File: config.mk
export PLATFORM = sky130hd
export DESIGN_NAME = dma_datapath
export DESIGN_NICKNAME = d
export VERILOG_FILES = /design/src/rtl/dma_datapath_pkg.sv /design/src/rtl/dma_fifo_mem.sv /design/src/rtl/dma_datapath.sv
export SDC_FILE = /design/constraint.sdc
export NUM_CORES = 1
export LEC_CHECK = 0
export CORE_UTILIZATION = 45
export CTS_CLUSTER_SIZE = 16
export DETAILED_ROUTE_END_ITERATION = 8
export PLACE_DENSITY = 0.69
export SYNTH_ARGS = -nofsm -noshare
export SYNTH_HDL_FRONTEND = slang
export SYNTH_HIERARCHICAL = 1
export SYNTH_SLANG_ARGS = --single-unit
File: constraint.sdc
create_clock -name clk -period 3.35 [get_ports clk]
set_input_delay 0.67 -clock clk [delete_from_list [all_inputs] [get_ports clk]]
set_output_delay 0.67 -clock clk [all_outputs]
set_load 0.01 [all_outputs]
File: src/rtl/dma_datapath_pkg.sv
// Shared defaults and FIFO operation decode for the DMA datapath.
package dma_datapath_pkg;

  localparam int unsigned ADD_LEN_DEF         = 16;
  localparam int unsigned DATA_LEN_DEF        = 16;
  localparam int unsigned FIFO_DEPTH_DEF      = 5;
  localparam int unsigned FIFO_DIV_FACTOR_DEF = 3;

  typedef enum logic [2:0] {
    FIFO_IDLE,
    FIFO_WRITE,
    FIFO_READ,
    FIFO_UNDO_WR,
    FIFO_UNDO_RD,
    FIFO_FLUSH,
    FIFO_HOLD
  } fifo_op_e;

endpackage

File: src/rtl/dma_fifo_mem.sv
// First-word fall-through FIFO with flush and single-step rewind of the last operation.
module dma_fifo_mem
  import dma_datapath_pkg::*;
#(
  parameter int unsigned DATA_LEN        = DATA_LEN_DEF,
  parameter int unsigned FIFO_DEPTH      = FIFO_DEPTH_DEF,
  parameter int unsigned FIFO_DIV_FACTOR = FIFO_DIV_FACTOR_DEF
) (
  input  logic                clk,
  input  logic                reset,
  input  logic                fifo_en,
  input  logic                fifo_wr_rd,
  input  logic                fifo_rst,
  input  logic                fifo_old_add_flag,
  input  logic [DATA_LEN-1:0] fifo_in,
  output logic [DATA_LEN-1:0] fifo_out,
  output logic                fifo_full,
  output logic                fifo_empty,
  output logic                fifo_empty_partial
);

  localparam int unsigned FIFO_WORDS = 2 ** FIFO_DEPTH;
  localparam int unsigned PART_WORDS = 2 ** (FIFO_DEPTH - FIFO_DIV_FACTOR);
  localparam int unsigned OCC_W      = FIFO_DEPTH + 1;

  localparam logic [FIFO_DEPTH-1:0] PTR_ONE  = FIFO_DEPTH'(1);
  localparam logic [OCC_W-1:0]      OCC_ONE  = OCC_W'(1);
  localparam logic [OCC_W-1:0]      OCC_FULL = OCC_W'(FIFO_WORDS);
  localparam logic [OCC_W-1:0]      OCC_PART = OCC_W'(PART_WORDS);

  logic [DATA_LEN-1:0]   mem [FIFO_WORDS];
  logic [FIFO_DEPTH-1:0] wr_ptr;
  logic [FIFO_DEPTH-1:0] rd_ptr;
  logic [OCC_W-1:0]      occ;
  logic                  old_flag_q;
  fifo_op_e              op;

  assign fifo_out           = mem[rd_ptr];
  assign fifo_full          = (occ == OCC_FULL);
  assign fifo_empty         = (occ == '0);
  assign fifo_empty_partial = (occ <= OCC_PART);

  // Rewind fires only on the rising edge of the flag; while it stays high the FIFO freezes.
  always_comb begin
    op = FIFO_IDLE;
    if (fifo_rst) begin
      op = FIFO_FLUSH;
    end else if (fifo_old_add_flag && !old_flag_q) begin
      if (fifo_wr_rd) begin
        if (!fifo_empty) op = FIFO_UNDO_WR;
      end else begin
        if (!fifo_full) op = FIFO_UNDO_RD;
      end
    end else if (fifo_old_add_flag) begin
      op = FIFO_HOLD;
    end else if (fifo_en) begin
      if (fifo_wr_rd && !fifo_full)       op = FIFO_WRITE;
      else if (!fifo_wr_rd && !fifo_empty) op = FIFO_READ;
    end
  end

  // Storage shares the reset-gated branch so a write cannot land while reset is held.
  always_ff @(posedge clk or posedge reset) begin
    if (reset) begin
      wr_ptr     <= '0;
      rd_ptr     <= '0;
      occ        <= '0;
      old_flag_q <= 1'b0;
    end else begin
      old_flag_q <= fifo_old_add_flag;
      case (op)
        FIFO_FLUSH: begin
          wr_ptr <= '0;
          rd_ptr <= '0;
          occ    <= '0;
        end
        FIFO_WRITE: begin
          mem[wr_ptr] <= fifo_in;
          wr_ptr      <= wr_ptr + PTR_ONE;
          occ         <= occ + OCC_ONE;
        end
        FIFO_READ: begin
          rd_ptr <= rd_ptr + PTR_ONE;
          occ    <= occ - OCC_ONE;
        end
        FIFO_UNDO_WR: begin
          wr_ptr <= wr_ptr - PTR_ONE;
          occ    <= occ - OCC_ONE;
        end
        FIFO_UNDO_RD: begin
          rd_ptr <= rd_ptr - PTR_ONE;
          occ    <= occ + OCC_ONE;
        end
        default: ;
      endcase
    end
  end

endmodule

File: src/rtl/dma_datapath.sv
// DMA datapath: word/address registers, transfer counter, address mux and staging FIFO.
module dma_datapath
  import dma_datapath_pkg::*;
#(
  parameter int unsigned ADD_LEN         = ADD_LEN_DEF,
  parameter int unsigned DATA_LEN        = DATA_LEN_DEF,
  parameter int unsigned FIFO_DEPTH      = FIFO_DEPTH_DEF,
  parameter int unsigned FIFO_DIV_FACTOR = FIFO_DIV_FACTOR_DEF
) (
  input  logic                clk,
  input  logic                reset,
  input  logic [ADD_LEN-1:0]  num_words,
  input  logic                words_reg_en,
  input  logic                words_rst,
  input  logic [ADD_LEN:0]    start_addr,
  input  logic                addr0_reg_en,
  input  logic                addr0_rst,
  input  logic                old_addr_reg_en,
  input  logic                old_addr_rst,
  input  logic                count_en,
  input  logic                count_load,
  input  logic                count_rst,
  input  logic                fifo_en,
  input  logic                fifo_wr_rd,
  input  logic                fifo_rst,
  input  logic                fifo_old_add_flag,
  input  logic [DATA_LEN-1:0] fifo_in,
  input  logic                addr_sel,
  input  logic                addr_drive,
  output logic [DATA_LEN-1:0] fifo_out,
  output logic                fifo_full,
  output logic                fifo_empty,
  output logic                fifo_empty_partial,
  output logic [ADD_LEN-1:0]  words,
  output logic [ADD_LEN-1:0]  count,
  output logic                end_count,
  output logic [ADD_LEN-1:0]  dma_addr,
  output logic                flag_cnt_words,
  output logic                flag_cnt_words_read,
  output logic                security_violation
);

  localparam logic [ADD_LEN-1:0] ADDR_ONE = ADD_LEN'(1);

  logic [ADD_LEN-1:0] start_address;
  logic [ADD_LEN-1:0] old_address;
  logic [ADD_LEN-1:0] address;

  always_ff @(posedge clk or posedge reset) begin
    if (reset)             words <= '0;
    else if (words_rst)    words <= '0;
    else if (words_reg_en) words <= num_words;
  end

  // Byte address in, word address stored.
  always_ff @(posedge clk or posedge reset) begin
    if (reset)             start_address <= '0;
    else if (addr0_rst)    start_address <= '0;
    else if (addr0_reg_en) start_address <= ADD_LEN'(start_addr >> 1);
  end

  always_ff @(posedge clk or posedge reset) begin
    if (reset)                old_address <= '0;
    else if (old_addr_rst)    old_address <= '0;
    else if (old_addr_reg_en) old_address <= address;
  end

  always_ff @(posedge clk or posedge reset) begin
    if (reset)           count <= '0;
    else if (count_rst)  count <= '0;
    else if (count_load) count <= '0;
    else if (count_en)   count <= count + ADDR_ONE;
  end

  assign address             = start_address + count;
  assign end_count           = &count;
  assign dma_addr            = addr_drive ? (addr_sel ? old_address : address) : '0;
  assign flag_cnt_words      = (count == (words - ADDR_ONE));
  assign flag_cnt_words_read = (count == words);
  assign security_violation  = (num_words == '0);

  dma_fifo_mem #(
    .DATA_LEN        (DATA_LEN),
    .FIFO_DEPTH      (FIFO_DEPTH),
    .FIFO_DIV_FACTOR (FIFO_DIV_FACTOR)
  ) u_fifo (
    .clk                (clk),
    .reset              (reset),
    .fifo_en            (fifo_en),
    .fifo_wr_rd         (fifo_wr_rd),
    .fifo_rst           (fifo_rst),
    .fifo_old_add_flag  (fifo_old_add_flag),
    .fifo_in            (fifo_in),
    .fifo_out           (fifo_out),
    .fifo_full          (fifo_full),
    .fifo_empty         (fifo_empty),
    .fifo_empty_partial (fifo_empty_partial)
  );

endmodule

==> results.yml <==
timing:
  tightest_slew_ns: 1.277
  setup_viol: 26
  fmax_ghz: 0.2689
  period_share: 1.110
  setup_tns_ns: -6.263
  drv_slew: 0
  layout_min_cycle_time_ns: 3.718
  max_slew_margin: 0.1488
  skew_ns: 0.01782
  hold_slack_ns: 0.4358
  finalWorstSetupSlack_ns: -0.3684
  rsz0062_at_grt: "true"
  hold_viol_final: 0
synth:
  async_reset_ff_frac: 0.1366
  postSynthCellCount: 1406
  synth-edff-count: 512
  yosysSeqAreaShare: 0.6853
  ys_seq_elements: 593
  syn_area_per_cell_um2: 18.06
  synth.distinct_cells: 71
  syn_nets: 1503
  synthFlopType: "edfxtp_1"
  ys.warnings.count: 6
  synth.cell_area_mm2: 0.02539
die:
  die_y_um: 239.5
  die_w_um: 239.5
  pin_count: 137
  num_rows: 86
  die_area_mm2: 0.05738
  core_area_mm2: 0.05542
  start_util: 0.4582
cts:
  cts_max_path_buffers: 3
  cts_tree: "yes"
  clk_latency_ns: 0.64
  cts_max_level: 2
  clk_pin_slew_worst_paths_ns: 0.06
  numCtsBuffers: 58
  cts.sinks: 593
  cts_root_buf: "clkbuf_16"
power:
  netSwitchingFraction: 0.2483
  cellInternalPower_mw: 13.71
  clkPwrFrac: 0.357
  seq_power_share: 0.453
  power.switching_mw: 4.529
  combPwrFrac: 0.190
  p_leak_nw: 11.19
  ir_drop_v: 0.0006205
  powerDensity_mw_per_mm2: 570.9
  finalPower_mw: 18.24
route:
  wl_mm: 61.29
  first_iter_violations: 1269
  vias: 14647
  ant_nets: 0
  avgViaCountPerCell: 5.753
  wl_per_cell_um: 24.07
  firstDrtPassIters: 5
  drc: 0
critical_path:
  worst-path-buf-inv: 4
  worst_path_dominant_cell_family: "multiplexers"
  path_cells: "buf_12 -> buf_16 -> buf_12 -> mux4_2 -> mux4_2 -> mux2_4 -> buf_6"
  worstPathRequired_ns: 2.68
  cp_max_fo: 7
  cp-end-kind: "primary output"
  worstPathArrival_ns: 3.05
  critical_path_class: "register to primary output"
  critPathLaunchType: "register"
  slowest_stage: "mux4_2"
  slowest_delay_ns: 0.53
grt:
  grt_pass1_vias: 14856
  grt_start_max_net_pins: 65
  track_usage: 0.2155
  grt.overflow.total: 0
  grt_pass1_wl_mm: 91.45
  grt_antenna_before_repair: 2
flow_run:
  cap_viol_max_count: 0
status:
  violations: "setup timing"
  status: "finished, violations left"
hold_path:
  hold_class: "input port to async pin"
final_layout:
  instances_no_fill: 2546
  drive_gt1_frac: 0.3359
  final_nets: 1848
  fill_cells: 4039
  n_antenna_cell: 0
  syn2layout_area_growth_pct: 25.82
placed_design:
  pre_cts_ws_ns: -0.2027
  placed_cells: 2397
  port-buffer-count: 135
  hpwl_mm: 38.75
  place.gp.congestion: 0.8582
-- layer usage --
layer	global-route usage	share of wire
met5	0	0.00044
met4	0.06838	0.025
met3	0.03308	0.071
met2	0.3563	0.49
met1	0.2939	0.41
-- flip-flops by register name, indices dropped and copies added (netlist names) --
signal	count
words	16
u_fifo/mem	512
u_fifo/occ	6
count	16
u_fifo/old_flag_q	1
start_address	16
u_fifo/rd_ptr	5
u_fifo/wr_ptr	5
old_address	16
-- worst reg2reg max path: cells and delay by family, from the launching register on --
| family | cells | cell delay [ns] |
|---|---|---|
| flops | 1 | 0.46 |
| fa+ha+maj | 1 | 0.29 |
| mux | 1 | 0.33 |
| compound gates | 2 | 0.33 |
| simple gates | 5 | 1.27 |
| buf+inv | 1 | 0.08 |
-- cell usage after synthesis (3+ instances only) --
cell	n	area, um^2
o22ai_1	3	18.77
clkbuf_1	39	146.4
nor3_1	12	60.06
a22oi_1	3	22.52
and3_1	7	43.79
inv_1	20	75.07
mux4_2	160	3603
nand4_1	17	106.4
a211oi_1	7	52.55
fa_1	4	80.08
nand3b_1	10	75.07
xnor2_1	31	271.5
xor2_1	22	192.7
edfxtp_1	512	15370
nand2b_1	3	18.77
a31oi_1	6	37.54
a21o_1	18	135.1
buf_1	16	60.06
nor2_1	105	394.1
ha_1	27	337.8
a21oi_1	29	145.1
nand2_1	31	116.4
or3_1	9	56.30
or2_2	5	31.28
dfrtp_1	81	2027
nand3_1	19	95.09
nor2b_1	14	87.58
o21ai_0	17	85.08
mux2_2	19	214.0
nor4b_1	3	26.28
a22o_1	6	52.55
mux2i_1	56	560.5
a221oi_1	4	35.03
and2_1	8	50.05
nor4_1	10	62.56
buf_2	7	35.03
buf_6	11	123.9
nor3b_1	3	22.52
and4_1	6	52.55
-- power groups by stage --
stage / registers [mW] / logic [mW] / clock network (mW)
final: 8.26 / 3.46 / 6.52
after global routing: 8.27 / 3.69 / 6.91
after CTS: 8.26 / 3.44 / 6.63
after detailed placement: 8.40 / 3.16 / 0
after global placement: 8.40 / 3.10 / 0
after floorplan: 8.34 / 1.97 / 0
-- logic make-up (layout without fill, tap and decap cells) --
kind of cell | count (synthesis) | after routing | synth area share
DFF | 593 | 593 | 0.6853
and+or+nand+nor | 277 | 277 | 0.05652
muxes | 236 | 236 | 0.1729
AOI/OAI and AO/OA | 121 | 121 | 0.03287
buffers and inverters | 95 | 487 | 0.01769
xor gates and xnor gates | 53 | 53 | 0.01828
adders and majority gates | 31 | 31 | 0.01646
-- area by class of cell --
type                       instances  area [um^2]  area share
clock buffer                      72         1549     0.04849
clock inverter                    35        380.4     0.01191
inverter                          21        78.83    0.002467
multi-input combinational        718         7996      0.2503
sequential                       593        17410      0.5450
tap                              748        935.9     0.02930
timing repair buffer             359         3595      0.1125
-- stage by stage --
stage                       util  cell area (um^2)
after global placement    0.5259             29140
final                     0.5765             31950
after detailed placement  0.5259             29140
after floorplan                -             25390
after global routing      0.5765             31950
after CTS                 0.5714             31660
-- final timing paths --
path | depth (start not counted) | end | slack, ns | start
min in group clk | 2 | old_address[6] | 0.53 | old_address[6]
min | 3 | u_fifo/wr_ptr[2] | 0.44 | reset
min reg2reg | 2 | old_address[6] | 0.53 | old_address[6]
max reg2reg | 10 | u_fifo/rd_ptr[4] | 0.47 | u_fifo/occ[0]
max in group asynchronous | 3 | old_address[12] | 2.57 | reset
max | 7 | fifo_out[15] | -0.37 | u_fifo/rd_ptr[0]
-- cell usage in the layout (no fill, tap or decap), types with 26 or more instances in the layout --
cell type	count
edfxtp_1	512
buf_4	163
mux4_2	160
clkdlybuf4s50_1	103
dfrtp_1	77
nor2_1	71
clkbuf_16	60
mux2i_1	56
buf_6	35
nor2_2	34
buf_12	32
xnor2_1	28
nand2_1	28
a21oi_1	26
-- timing repair --
item | CTS | global route
endpoints found under the hold margin | 0 | 0
pin swaps | 29 | 27
resized for setup | 191 | 60
cloned | 4 | 1
hold buffers | 0 | 0
setup endpoints to repair | 31 | 31
setup buffers | 32 | 17
Note: power is estimated with default switching activity, not from simulation.
